===== src/rtl/keypad_scan.sv =====
// keypad_scan: 4x3 matrix keypad scanner with frame debounce and press-edge detection
//   clk        system clock
//   reset      asynchronous, active-high reset
//   key_row    row returns (active-high, asynchronous to clk)
//   key_col    one-hot column strobe
//   key        debounced key vector, bit = row*3 + col
//   key_press  one-cycle pulse when key gains new bits
//   key_code   index of lowest newly set bit, held between presses
//   key_any    registered OR of key
module keypad_scan #(
    parameter int SCAN_DIV        = 4,
    parameter int DEBOUNCE_FRAMES = 3
) (
    input  logic        clk,
    input  logic        reset,
    input  logic [3:0]  key_row,
    output logic [2:0]  key_col,
    output logic [11:0] key,
    output logic        key_press,
    output logic [3:0]  key_code,
    output logic        key_any
);
    localparam int DW = $clog2(SCAN_DIV);
    localparam int SW = $clog2(DEBOUNCE_FRAMES + 1);

    logic [3:0]    row_s1, row_s;
    logic [DW-1:0] dwell;
    logic [1:0]    col;
    logic [11:0]   acc, frame_vec, cand, new_bits;
    logic [SW-1:0] stable;
    logic [3:0]    low_idx;
    logic          sample, frame_end, write_key;

    assign key_col = {col == 2'd2, col == 2'd1, col == 2'd0};

    // frame_vec is the accumulator with the current column's rows already merged in,
    // so at the column-2 sample edge it is the complete frame
    always_comb begin
        sample    = dwell == DW'(SCAN_DIV - 1);
        frame_end = sample && col == 2'd2;
        frame_vec = acc;
        for (int r = 0; r < 4; r++) frame_vec[r*3 + int'(col)] = row_s[r];
        write_key = frame_end && frame_vec == cand && int'(stable) + 1 == DEBOUNCE_FRAMES;
        new_bits  = frame_vec & ~key;
        low_idx   = '0;
        for (int i = 11; i >= 0; i--) if (new_bits[i]) low_idx = 4'(i);
    end

    always_ff @(posedge clk or posedge reset) begin
        if (reset) begin
            row_s1    <= '0;
            row_s     <= '0;
            dwell     <= '0;
            col       <= '0;
            acc       <= '0;
            cand      <= '0;
            stable    <= '0;
            key       <= '0;
            key_press <= 1'b0;
            key_code  <= '0;
            key_any   <= 1'b0;
        end else begin
            row_s1    <= key_row;
            row_s     <= row_s1;
            key_any   <= |key;
            key_press <= 1'b0;
            dwell     <= sample ? '0 : dwell + 1'b1;
            if (sample) begin
                acc <= frame_vec;
                col <= col == 2'd2 ? 2'd0 : col + 2'd1;
            end
            if (frame_end) begin
                if (frame_vec != cand) begin
                    cand   <= frame_vec;
                    stable <= SW'(1);
                end else if (int'(stable) < DEBOUNCE_FRAMES) begin
                    stable <= stable + 1'b1;
                end
            end
            // stable saturates past DEBOUNCE_FRAMES-1, so a held vector is written once
            if (write_key) begin
                key <= frame_vec;
                if (|new_bits) begin
                    key_press <= 1'b1;
                    key_code  <= low_idx;
                end
            end
        end
    end
endmodule


===== config.mk =====
export PLATFORM = sky130hd
export DESIGN_NAME = keypad_scan
export DESIGN_NICKNAME = d
export VERILOG_FILES = /design/src/rtl/keypad_scan.sv
export SDC_FILE = /design/constraint.sdc
export NUM_CORES = 1
export LEC_CHECK = 0
export ABC_AREA = 1
export BUFFER_PORTS_ARGS = -buffer_cell sky130_fd_sc_hd__buf_2
export CAP_MARGIN = 15
export CELL_PAD_IN_SITES_DETAIL_PLACEMENT = 2
export CELL_PAD_IN_SITES_GLOBAL_PLACEMENT = 2
export CORE_MARGIN = 3
export CORE_UTILIZATION = 35
export CTS_CLUSTER_DIAMETER = 120
export DETAILED_ROUTE_END_ITERATION = 6
export GPL_TIMING_DRIVEN = 0
export PLACE_DENSITY = 0.87
export SYNTH_ARGS = -nofsm -noshare
export SYNTH_HDL_FRONTEND = slang
export SYNTH_SLANG_ARGS = --single-unit

===== constraint.sdc =====
create_clock -name clk -period 3.17 [get_ports clk]
set_clock_uncertainty 0.15 [all_clocks]
set_input_delay 0.7925 -clock clk [delete_from_list [all_inputs] [get_ports clk]]
set_output_delay 0.7925 -clock clk [all_outputs]
set_load 0.01 [all_outputs]

==> reports/results.txt <==
highest clock rate: 0.334 GHz
fill cell count: 907
most used cell, CP: inv_2
Layout area overhead: 13.8%
Worst-path clk slew: 120 ps
Chip Height: 97.8 um
Initial DRC Count: 128
antenna cell count: 0
Syn Nets: 378
Slowest-stage cell, CP: dfrtp_2
Max stage delay on crit path: 500 ps
unrepaired setup endpoints after global routing: false
core region area: 7930 sq um
synth top area cells: dfrtp_1, nand2_1, inv_1
switching share of power: 26.3%
initial antenna violation count: 0
initial core utilization: 37.2%
post-synth design cell area: 2950 sq um
CTS tree: yes
cell chain of the critical path: inv_2 -> ha_1 -> nand2_2 -> inv_2 -> nand2_2 -> o21ai_2 -> o21ai_1 -> nor2_2 -> nand3_2 -> nor2_4 -> inv_2 -> nand2_4 -> buf_6 -> nand2_1 -> o21ai_0
Final Critical Period: 3000 ps
CTS Sinks: 56
Via density: 5.09
NetSw: 360 uW
sequential area share after synthesis: 47.6%
final setup fails: 0
first-pass GRT wire length: 15.8 mm
area of the die: 9560 sq um
worst hold path class: reg2reg
max cap viols: 0
internal power: 1.01 mW
Design Area, Final: 3350 sq um
Mapped Avg Cell Area: 8.14 sq um
Worst Hold Slack: 212 ps
Comb pwr share: 8.3%
via count: 2547
TritonCTS Buffers: 5
nets@finish: 413
status: complete, no violations
Crit Path Max Fanout: 10
worst relative slew slack: 66.6%
total iterations of the first detailed-routing run: 4
vias in the first global route: 2903
Overflow after GRT: 0
Max VDD drop: 0.217 mV
Synth Instances: 362
clk buf depth: 2
Final Max Slew Viols: 0
DR DRC count: 0
setup TNS: 0 ps
Critical Path RT: 3240 ps
Hold Fails Final Rpt: 0
delay-heaviest family, CP: simple AND/OR/NAND/NOR gates
H-Tree Depth: 2
Pwr per Cell Area: 408 nW/um^2
routed len/inst: 18.8 um
Worst Setup End Kind: flip-flop
CP bufs+invs: 4
clock network power share: 36.9%
#FFs+latches synth: 56
WS Path Type: reg2reg
# rows: 32
clk_lat worst skew: 330 ps
top cell type's share of synthesized area: 47.6%
antenna-violating nets left: 0
Worst Tran Pin Value: 501 ps
RD Place Congestion: 0.764
die width: 97.8 um
largest net degree at the start of global routing: 36
CTS Root Cell: clkbuf_8
Final Cycle Share: 94.6%
Final HPWL DP: 6.92 mm
Routed WL: 9.42 mm
I/O Buffers: 26
Tot GR Track Use: 20.8%
placed inst area: 3220 sq um
Synth area leader: dfrtp_1
share of cells above drive strength 1: 21.6%
number of synthesis warnings: 0
Leak Pwr: 1.75 nW
Flop pwr share: 54.8%
Critical Path AT: 3070 ps
# IOs: 27
Synth cell types: 31
Startpoint Class: flip-flop
## repair_timing
action | 4_1_cts | 5_1_grt
resized for setup | 0 | 4
buffers inserted | 0 | 1
setup endpoints to repair | 0 | 30
hold buffers | 0 | 0
## final timing paths
check                      startpoint  endpoint  slack (ps)  cells after the start
max                            col[1]   cand[5]         170                     15
min                         row_s1[1]  row_s[1]         210                      0
max reg2reg                    col[1]   cand[5]         170                     15
min reg2reg                 row_s1[1]  row_s[1]         210                      0
max in group asynchronous       reset    col[1]        1970                      3
min in group asynchronous       reset   acc[11]         320                      2
## layout by cell type, fill, tap and decap left out, types with 10 or more instances in the layout
master | netlist | layout
o21ai_2 | 13 | 13
nor2_1 | 12 | 12
buf_2 | 1 | 26
o21ai_0 | 25 | 25
dfrtp_1 | 56 | 54
ha_1 | 10 | 10
nand2_1 | 132 | 132
inv_1 | 35 | 33
nand3_1 | 16 | 16
## flip-flops by register name, indices dropped and copies added (netlist names)
name       cells
col            2
dwell          2
key_code       4
cand          12
key_press      1
row_s1         4
stable         2
acc           12
row_s          4
key           12
key_any        1
## metrics by stage
| step | worst slack (ps) | power (mW) | cells | util (%) |
|---|---|---|---|---|
| after global routing | 6.57 | 1.43 | 500 | 42.3 |
| after global placement | 39.0 | 0.863 | 490 | 40.4 |
| after floorplan | 731 | 0.834 | 362 | - |
| final | 172 | 1.37 | 500 | 42.3 |
| after CTS | 78.2 | 1.39 | 499 | 42.1 |
| after detailed placement | 167 | 0.875 | 491 | 40.7 |
## Yosys cell counts
| cell | n |
|---|---|
| inv_1 | 35 |
| dfrtp_1 | 56 |
| o21ai_2 | 13 |
| o21bai_1 | 1 |
| inv_2 | 7 |
| ha_1 | 10 |
| o31ai_1 | 1 |
| or2_2 | 6 |
| clkbuf_1 | 2 |
| nor4_1 | 3 |
| o21ai_1 | 9 |
| nor2_4 | 1 |
| a31oi_1 | 1 |
| nand3_1 | 16 |
| or2_1 | 1 |
| nand4_1 | 2 |
| nand2_4 | 1 |
| nand2_1 | 132 |
| nand3_2 | 2 |
| nand3b_1 | 4 |
| o211ai_1 | 2 |
| a21oi_1 | 1 |
| nand3_4 | 1 |
| nand2_2 | 6 |
| o21ai_0 | 25 |
| buf_6 | 4 |
| xor2_1 | 3 |
| buf_2 | 1 |
| a21oi_2 | 2 |
| nor2_1 | 12 |
| nor2_2 | 2 |
## final cells by class
class | count | area [sq um] | area share (%)
flip-flops and latches | 56 | 1400 | 41.9
multi-input cells | 257 | 1330 | 39.7
repair buffers | 28 | 158 | 4.70
inverters | 42 | 158 | 4.70
well taps | 102 | 128 | 3.81
clock buffers | 5 | 68.8 | 2.05
plain buffers | 7 | 60.1 | 1.79
clock inverters | 3 | 47.5 | 1.42
## logic make-up (layout without fill, tap and decap cells)
| family | count (synthesis) | in the layout | share of synthesized area (%) |
|---|---|---|---|
| AO/OA/AOI/OAI | 55 | 55 | 11.6 |
| XOR/XNOR | 3 | 3 | 0.892 |
| adder cells (fa/ha/maj) | 10 | 10 | 4.25 |
| flip-flops | 56 | 56 | 47.6 |
| AND/OR/NAND/NOR | 189 | 189 | 28.4 |
| buffers and inverters | 49 | 85 | 7.30 |
## power groups by stage
stage	combinational [mW]	clock (mW)	sequential (mW)
floorplan	0.0766	0	0.758
detailed placement	0.111	0	0.763
global route	0.130	0.548	0.752
global placement	0.101	0	0.762
CTS	0.115	0.520	0.750
finish	0.113	0.504	0.750
## layer usage
metal  track usage [%]  part of all wire [%]  up-vias
li1                  -                     -     1212
met1              26.6                    45     1294
met2              37.3                    51       30
met3              2.50                   2.3       11
met4              5.43                   1.4        0
met5                 0                     0        -
Power figures use the tool's default switching activity.
